[config.mk]
export PLATFORM = sky130hd
export DESIGN_NAME = seq_player_flat
export DESIGN_NICKNAME = d
export VERILOG_FILES = /design/src/rtl/seq_player_if.sv /design/src/rtl/seq_player.sv /design/src/flat_wrapper.sv
export SDC_FILE = /design/constraint.sdc
export NUM_CORES = 1
export LEC_CHECK = 0
export CORE_AREA = 2 2 74 76
export DETAILED_ROUTE_END_ITERATION = 8
export DIE_AREA = 0 0 76 78
export SLEW_MARGIN = 5
export SYNTH_ARGS = -nofsm -noshare
export SYNTH_HDL_FRONTEND = slang
export SYNTH_SLANG_ARGS = --single-unit
[constraint.sdc]
create_clock -name clk -period 1.9 [get_ports clk]
set_clock_uncertainty 0.1 [all_clocks]
set_input_delay 0.475 -clock clk [delete_from_list [all_inputs] [get_ports clk]]
set_output_delay 0.475 -clock clk [all_outputs]
set_load 0.03 [all_outputs]
[src/rtl/seq_player_if.sv]
// Handshake and lamp bundle between a sequence-player controller and its driver.
interface seq_player_if;
   logic       start;
   logic [3:0] round;
   logic [7:0] seed;
   logic [3:0] led;
   logic [3:0] idx;
   logic       busy;
   logic       done;

   modport master (
      output start, round, seed,
      input  led, idx, busy, done
   );

   modport slave (
      input  start, round, seed,
      output led, idx, busy, done
   );
endinterface

[src/rtl/seq_player.sv]
// Colour-sequence player: replays an LFSR-derived list of one-hot lamp colours,
// each lit for ON_CYCLES and followed by OFF_CYCLES of darkness.
module seq_player #(
   parameter int unsigned ON_CYCLES  = 4,
   parameter int unsigned OFF_CYCLES = 2
) (
   input logic         clk,
   input logic         R,
   seq_player_if.slave bus
);

   localparam int unsigned MaxCycles = (ON_CYCLES > OFF_CYCLES) ? ON_CYCLES : OFF_CYCLES;
   // Timer counts 0..phase-1, so it never needs to hold the phase length itself.
   localparam int unsigned TimerW = (MaxCycles > 1) ? $clog2(MaxCycles) : 1;
   localparam logic [TimerW-1:0] OnLast  = TimerW'(ON_CYCLES - 1);
   localparam logic [TimerW-1:0] OffLast = TimerW'(OFF_CYCLES - 1);

   typedef enum logic [2:0] {StIdle, StLoad, StOn, StOff, StDone} state_e;

   state_e              state_q, state_d;
   logic [TimerW-1:0]   timer_q, timer_d;
   logic [3:0]          idx_q, idx_d;
   logic [7:0]          lfsr_q, lfsr_d;
   logic [3:0]          round_q, round_d;
   logic [7:0]          seed_q, seed_d;

   function automatic logic [7:0] lfsr_step(input logic [7:0] v);
      return {v[6:0], v[7] ^ v[5] ^ v[4] ^ v[3]};
   endfunction

   always_ff @(posedge clk or posedge R) begin
      if (R) begin
         state_q <= StIdle;
         timer_q <= '0;
         idx_q   <= '0;
         lfsr_q  <= 8'h01;
         round_q <= '0;
         seed_q  <= '0;
      end else begin
         state_q <= state_d;
         timer_q <= timer_d;
         idx_q   <= idx_d;
         lfsr_q  <= lfsr_d;
         round_q <= round_d;
         seed_q  <= seed_d;
      end
   end

   always_comb begin
      state_d = state_q;
      timer_d = timer_q;
      idx_d   = idx_q;
      lfsr_d  = lfsr_q;
      round_d = round_q;
      seed_d  = seed_q;
      case (state_q)
         StIdle: begin
            if (bus.start) begin
               round_d = bus.round;
               seed_d  = bus.seed;
               state_d = StLoad;
            end
         end
         StLoad: begin
            // An all-zero LFSR would lock up, so a zero seed plays as seed 1.
            lfsr_d  = (seed_q == 8'h00) ? 8'h01 : seed_q;
            idx_d   = '0;
            timer_d = '0;
            state_d = (round_q == 4'd0) ? StDone : StOn;
         end
         StOn: begin
            if (timer_q == OnLast) begin
               timer_d = '0;
               state_d = StOff;
            end else begin
               timer_d = timer_q + TimerW'(1);
            end
         end
         StOff: begin
            if (timer_q == OffLast) begin
               timer_d = '0;
               lfsr_d  = lfsr_step(lfsr_q);
               if (idx_q + 4'd1 == round_q) begin
                  state_d = StDone;
               end else begin
                  idx_d   = idx_q + 4'd1;
                  state_d = StOn;
               end
            end else begin
               timer_d = timer_q + TimerW'(1);
            end
         end
         StDone:  state_d = StIdle;
         default: state_d = StIdle;
      endcase
   end

   assign bus.led  = (state_q == StOn) ? (4'b0001 << lfsr_q[1:0]) : 4'b0000;
   assign bus.idx  = idx_q;
   assign bus.busy = (state_q == StLoad) || (state_q == StOn) || (state_q == StOff);
   assign bus.done = (state_q == StDone);

endmodule

[src/flat_wrapper.sv]
// flat-port wrapper written by rule: the top's interface ports become plain ports
module seq_player_flat 
#(
   parameter int unsigned ON_CYCLES  = 4,
   parameter int unsigned OFF_CYCLES = 2
)
  (clk, R, bus_start, bus_round, bus_seed, bus_led, bus_idx, bus_busy, bus_done);
  seq_player_if bus_i ();
  input logic clk;
  input logic R;
  input wire logic [$bits(bus_i.start)-1:0] bus_start;
  input wire logic [$bits(bus_i.round)-1:0] bus_round;
  input wire logic [$bits(bus_i.seed)-1:0] bus_seed;
  output wire logic [$bits(bus_i.led)-1:0] bus_led;
  output wire logic [$bits(bus_i.idx)-1:0] bus_idx;
  output wire logic [$bits(bus_i.busy)-1:0] bus_busy;
  output wire logic [$bits(bus_i.done)-1:0] bus_done;
  assign bus_i.start = bus_start;
  assign bus_i.round = bus_round;
  assign bus_i.seed = bus_seed;
  assign bus_led = bus_i.led;
  assign bus_idx = bus_i.idx;
  assign bus_busy = bus_i.busy;
  assign bus_done = bus_i.done;
  seq_player #(.ON_CYCLES(ON_CYCLES), .OFF_CYCLES(OFF_CYCLES)) u_core (.clk(clk), .R(R), .bus(bus_i));
endmodule
==> impl_results.md <==
- Number of max-cap violations: 0
- YS warnings: 0
- Post-synth cell types: 34
- Dpl cell area: approximately 1900 um^2
- Max Fclk: 521 MHz
- Hold crit path type: reg -> reg
- FP Rows: 26
- Sequential fraction of the synthesis area: 0.483
- Crit path launch type: flop
- Synthesis-to-layout area growth: 40.2%
- CORE AREA: 5040 um^2
- Final period demand of the worst path: between 1500 and 2000 ps
- Pre-CTS WS: -41.9 ps
- Per-instance average area after synthesis: about 10 um^2
- Die area: 5930 um^2
- Unrepaired setup endpoints after global routing: true
- Status: complete, but fails checks
- CTS max path bufs: 2
- TritonRoute pass-1 iters: 4
- Cells after synthesis: 149
- Final HPWL DP: 2.45 mm
- Slew Limit Fails: 0
- Maximum vdd drop: 0.658 mV
- Post-route clock period utilization: 1.01
- Fillers: 497
- Final wirelength: 3.52 mm
- DRT iter0 DRCs: 100
- Worst EP arrival: around 2000 ps
- N_diodes: 0
- Clk_lat worst skew: 270 ps
- Grt ovf: 0
- Mapped Area: around 1500 um^2
- Setup TNS: -41.8 ps
- FF-to-FF setup slack: -20 ps
- Drt via density: 4.83
- Routability congestion estimate from global placement: 0.753
- Hold slack: 423 ps
- WHS Endpoint: u_core.lfsr_q[6]
- Setup crit start: u_core.bus.idx[0]
- RR Endpoint: u_core.bus.idx[0]
- Initial Util: 0.299
- DR vias: 1,266
- Share of the synthesized area in the top cell type: 0.465
- Hold Buf Count CTS: 0
- CTS tree: built
- Die Width: ~76 um
- Rel. slew slack: 0.725
- Reg2reg start: u_core.bus.idx[0]
- Setup crit end kind: flop
- Worst-Margin Slew: 409 ps
- Global Route Usage Sum: 0.130
- Largest area contributor in the netlist: dfrtp_1
- Setup WS post-layout: -20.4 ps
- Vias in the first global route: 1,269
- IO Pins: 25
- Clk slew on worst S/H paths: 60 ps
- Root Buffer: clkbuf_8
- Initial antenna violation count: 0
- Final instance area: 2110 um^2
- Type of the worst setup path: reg -> reg
- Worst hold start: u_core.lfsr_q[6]
- Final hold violations: 0
- Setup violations, final: 3
- Layout cells sized above 1: 0.307
- Worst Path Required: 1940 ps
- Fraction of registers with async set/reset: 1.00
- Power density over the cells: approximately 1800 nW/um^2
- Synth area leaders: dfrtp_1, mux2_2, nor2_1
- Crit-path max FO: 4
- Largest net degree at the start of global routing: 30
- Wirelength per Cell: ~13 um
- Final nets: 210
- Synthesized Nets: 168
- Sink Count: 29
- Failing checks: negative setup slack
- Post-synth EDFFs: 0
- Residual DRC: 0
- Total power: 3.79 mW
- CTS buffer count: 5
- Detail Route Antenna Nets: 0
- Leakage power: 0.885 nW
- IO Port Bufs: 24
- Htree depth: 2
- Worst hold path depth: 2
- Die span in y: 78 um
- Global-route wire length before repair: 6.18 mm
- Top_reg_cell synth: dfrtp_1
- Reg2reg path depth: 6
- FF+latch count, synth: 29
-- cell usage in the layout (no fill, tap or decap), types with 4 or more instances in the layout --
master / Yosys / routed
inv_1: 7 / 6
a31oi_1: 4 / 4
xnor2_1: 6 / 4
o21ai_0: 6 / 6
a21oi_1: 9 / 9
clkdlybuf4s50_1: 0 / 14
clkbuf_8: 0 / 7
o22ai_1: 7 / 7
nor2_1: 17 / 16
buf_4: 0 / 21
dfrtp_1: 28 / 24
nand2_1: 12 / 11
dlygate4sd2_1: 0 / 4
dfrtp_2: 0 / 4
mux2_2: 12 / 12
-- metal layers --
metal | vias to the layer above | global-route usage | share of wire
met5 | - | 0 | 0
met4 | 0 | 0.0382 | 0.0082
met3 | 2 | 0.0326 | 0.036
met2 | 21 | 0.210 | 0.48
met1 | 620 | 0.174 | 0.48
li1 | 623 | - | -
-- report_power, final --
part	leakage, nW	internal (mW)	switching, mW	total [mW]
Clock	0.0542	0.327	0.219	0.546
Sequential	0.328	0.925	0.315	1.24
Combinational	0.503	0.962	1.04	2.01
-- critical path: stages (launching register included) --
cell,delay (ps)
dfrtp_2,440
ha_4,260
xor2_2,200
o41a_1,470
buf_4,160
nand4b_1,80
o211ai_1,90
-- logic make-up (layout without fill, tap and decap cells) --
| logic type | count (synthesis) | in the layout | synth area share |
|---|---|---|---|
| adders and majority gates | 4 | 4 | 0.0332 |
| and+or+nand+nor | 47 | 47 | 0.153 |
| xor gates and xnor gates | 9 | 9 | 0.0523 |
| AOI/OAI and AO/OA | 33 | 33 | 0.138 |
| DFF | 29 | 29 | 0.483 |
| buffers and inverters | 13 | 56 | 0.0382 |
| muxes | 14 | 14 | 0.103 |
-- Yosys cell counts, types with 4 or more instances --
cell type and n:
dfrtp_1 28, nor2_1 17, mux2_2 12, nand2_1 12, a21oi_1 9, inv_1 7, o22ai_1 7, o21ai_0 6
xnor2_1 6, a31oi_1 4, ha_1 4
-- worst max-delay path by stage --
| stage | cells past startpoint | slack (ps) | to |
|---|---|---|---|
| 6_report | 6 | -20 | u_core.bus.idx[0] |
| 5_1_grt | 6 | -100 | u_core.bus.idx[3] |
| 4_1_cts | 6 | -10 | u_core.bus.idx[0] |
| 3_5_place_dp | 6 | -40 | u_core.bus.idx[2] |
| 3_3_place_gp | 6 | -30 | u_core.bus.idx[2] |
| 2_1_floorplan | 6 | 10 | u_core.bus.idx[2] |
-- cell type report --
cell class / count / area [um^2] / area share
clock buffers: 7 / 96.3 / 0.0456
clock inverters: 1 / 5.00 / 0.00237
inverters: 7 / 26.3 / 0.0124
multi-input cells: 107 / 792 / 0.375
flip-flops and latches: 29 / 732 / 0.347
well taps: 70 / 87.6 / 0.0415
repair buffers: 41 / 373 / 0.177
-- registers in the layout, indices dropped and copies added (netlist names) --
name,cells
u_core.lfsr_q,8
u_core.bus.idx,4
u_core.round_q,4
u_core.seed_q,8
u_core.timer_q,2
u_core.state_q,3
-- stage by stage --
stage,util,std cells
6_report,0.419,262
3_5_place_dp,0.384,250
4_1_cts,0.416,261
3_3_place_gp,0.384,250
2_1_floorplan,-,149
5_1_grt,0.419,262
-- timing repair --
action / in CTS / in global routing
gates resized for setup: 13 / 2
pin swaps: 1 / 0
setup endpoints to repair: 9 / 7
setup buffers: 3 / 1
hold endpoints to repair: 0 / 0
cloned: 0 / 0
(Power assumes the default switching activity.)
==> RTL change 1: new RTL, same settings <==
`OFF_CYCLES` is set to 2 in 2 places; all go to 4.
--- a/src/rtl/seq_player.sv
+++ b/src/rtl/seq_player.sv
@@ -2,7 +2,7 @@
 // each lit for ON_CYCLES and followed by OFF_CYCLES of darkness.
 module seq_player #(
    parameter int unsigned ON_CYCLES  = 4,
-   parameter int unsigned OFF_CYCLES = 2
+   parameter int unsigned OFF_CYCLES = 4
 ) (
    input logic         clk,
    input logic         R,
--- a/src/flat_wrapper.sv
+++ b/src/flat_wrapper.sv
@@ -2,7 +2,7 @@
 module seq_player_flat 
 #(
    parameter int unsigned ON_CYCLES  = 4,
-   parameter int unsigned OFF_CYCLES = 2
+   parameter int unsigned OFF_CYCLES = 4
 )
   (clk, R, bus_start, bus_round, bus_seed, bus_led, bus_idx, bus_busy, bus_done);
   seq_player_if bus_i ();
Function: changed (Yosys sat finds a counterexample within 10 cycles, from zero or initial values).
==> RTL change 1 against the original RTL <==
  * Critical path type is now reg -> out
  * Routed wire length down 1.3%
  * Power up 5.0%
  * Maximum frequency up 1.2%
  * Non-clock buffer count up 3
  * Worst setup slack better by 22 ps
  * Area after synthesis up 2.7%
  * Highest routed layer unchanged
  * Sequential cell count unchanged
  * Count of clock-buffer cells in the layout down 1
  * Via count down 3.9%
  * Final area up 3.4%
==> RTL change 1: results (changes against the original RTL) <==
Run status:
- The run finished with clean final reports.

Route:
- The number of antenna-violating nets in the routed design is 0 (unchanged).
- The first-iteration detailed-routing DRC count came to 79 (-21%).
- The wire length per cell came to 13.3 um (-0.93%).
- The via count normalized by instance count is 4.66 (-3.5%).

Logic synthesis:
- The sequential-to-total area share from yosys stat was 47.0% (-1.3 points).
- The synthesized net count came to 162 (-3.6%).
- The complex-gate fraction of the synthesized area is 11.6% (-2.1 points).
- The adder-cell share of the synthesized area is 1.62% (-1.7 points).
- The multiplexer share of the synthesized area is 13.3% (+3.0 points).
- The number of distinct library cells after synthesis is 41 (+21%).
- The xor and xnor area share after synthesis is 6.14% (+0.91 points).
- The fraction of registers with async set or reset after synthesis is 100% (unchanged).
- In the synthesized netlist, the cells that appear most often are dfrtp_1 (28), nand2_1 (14), mux2_2 (12), o21ai_0 (10), nor2_1 (8).
- After synthesis, the cell types taking the most area are dfrtp_1 (45%), mux2_2 (8.7%), mux2i_1 (4.5%), nand2_1 (3.4%), o21ai_0 (3.2%).

Place:
- The HPWL after detailed placement is 2360 um (-3.5%).
- The last weighted congestion value of the routability-driven placer is 0.825 (+9.6%).
- The post-placement cell area is 1960 um^2 (+1.4%).
- The count of input and output buffers is 24 (unchanged).

Global route:
- The overall track demand over capacity in global routing is 12.6% (-0.37 points).
- The first-pass GRT wire length is 5980 um (-3.1%).
- The initial antenna violation count is 0 (unchanged).
- The via count of the first global-routing pass was 1266 (-0.24%).

Critical path:
- The worst endpoint data arrival time came to 1320 ps (-640 ps).
- The longest individual stage delay on the worst path was 450 ps (-20 ps).
- The critical path starts at u_core.state_q[0]$_DFFE_PP0P_.
- On the critical path the largest part of the delay comes from flip-flops.
- Among all stages on the critical path, the largest delay is contributed by dfrtp_2.
- The startpoint identified for the worst register-to-register timing path is u_core.state_q[2]$_DFFE_PP0P_.

STA:
- The setup violation total in the final timing report is 0 (-3).
- The tightest slew margin relative to the limit is 78.1% (+5.5 points).

Layout:
- The fill cell total of the finished layout is 500 (+0.60%).
- The number of inserted diodes is 0 (unchanged).
- The final layout net count was 207 (-1.4%).
- The final design instance area without fill is 2180 um^2 (+3.4%).
- The share of final-layout standard cells stronger than drive strength 1 is 33.0% (+2.3 points).

Power:
- The static leakage came to 0.945 nW (+6.7%).
- The maximum resistive drop on vdd is 0.670 mV (+1.8%).

Hold path:
- The worst hold path startpoint is u_core.lfsr_q[2]$_DFFE_PP0P_.

CTS:
- The later pin in the worst-skew pair is clocked with a latency of ~280 ps.
-- RTL change 1: cell count changes in the layout (fill, tap and decap cells not counted), moves of 3 or more --
cell,unedited run,this run
nor2_1,16,6
a21oi_1,9,0
o22ai_1,7,0
buf_6,0,5
mux2i_1,2,7
o21ai_0,6,10
a211oi_1,0,3
a31oi_1,4,1
nand2_1,11,14
nand2b_1,0,3
nand4_1,3,0
nor3_1,1,4
o31ai_1,0,3
-- RTL change 1: final cells by class --
class	count	share of cell area, %
multi-input cells	104	38.1
flip-flops and latches	29	33.5
repair buffers	44	18.4
well taps	70	4.01
clock buffers	6	3.32
clock inverters	2	1.60
inverters	6	1.03
-- RTL change 1: path summary, 6_finish.rpt --
check                      slack (ps)                      endpoint  cells after the start
hold reg to reg                   390  u_core.lfsr_q[2]$_DFFE_PP0P_                      2
setup / recovery                    1                    bus_led[0]                      3
setup reg to reg                   40  u_core.seed_q[3]$_DFFE_PP0P_                      6
hold / removal                    390  u_core.lfsr_q[2]$_DFFE_PP0P_                      2
max in group asynchronous        1030  u_core.lfsr_q[0]$_DFFE_PP1P_                      3
min in group asynchronous         440  u_core.lfsr_q[6]$_DFFE_PP0P_                      3
-- RTL change 1: where the power goes --
group	switching [W]	internal (W)	total, W
clock network	0.000239	0.000389	0.000628
registers	0.000277	0.000924	0.00120
logic	0.00108	0.00108	0.00215
-- RTL change 1: metrics by stage --
stage / util, % / setup TNS [ps] / setup slack [ps] / power [W] / std cells
CTS: 41.9 / 0 / 11.9 / 0.00385 / 259
global placement: 38.9 / -933 / -78.5 / 0.00313 / 246
finish: 43.3 / 0 / 1.48 / 0.00398 / 261
floorplan: - / -4.61 / -4.61 / 0.00256 / 145
global route: 43.3 / -444 / -54.8 / 0.00434 / 261
detailed placement: 38.9 / -928 / -84.4 / 0.00316 / 246
-- RTL change 1: metal layers --
metal	vias up	GRT usage [%]	routed length, um
li1	613	-	-
met5	-	0	0
met4	0	5.09	57
met1	571	16.1	1590
met2	27	20.2	1690
met3	6	3.84	144
-- RTL change 1: cells by family (layout without fill, tap and decap cells) --
group,count (synthesis),in the layout
adders and majority gates,2,2
muxes,19,19
DFF,29,29
xor gates and xnor gates,9,9
AOI/OAI and AO/OA,26,26
buffers and inverters,12,58
and+or+nand+nor,48,48
-- RTL change 1: tightest hold or removal path: cells and delay by family (launching register included) --
family           cells  cell delay (ps)
flip-flops           1              340
AO/OA/AOI/OAI        1               60
AND/OR/NAND/NOR      1               40
-- RTL change 1: repair_timing --
| item | in CTS | in global routing |
|---|---|---|
| gates cloned | 0 | 1 |
| endpoints found under the setup margin | 9 | 26 |
| pin swaps | 0 | 4 |
| setup buffers | 5 | 1 |
| gates resized for setup | 7 | 17 |
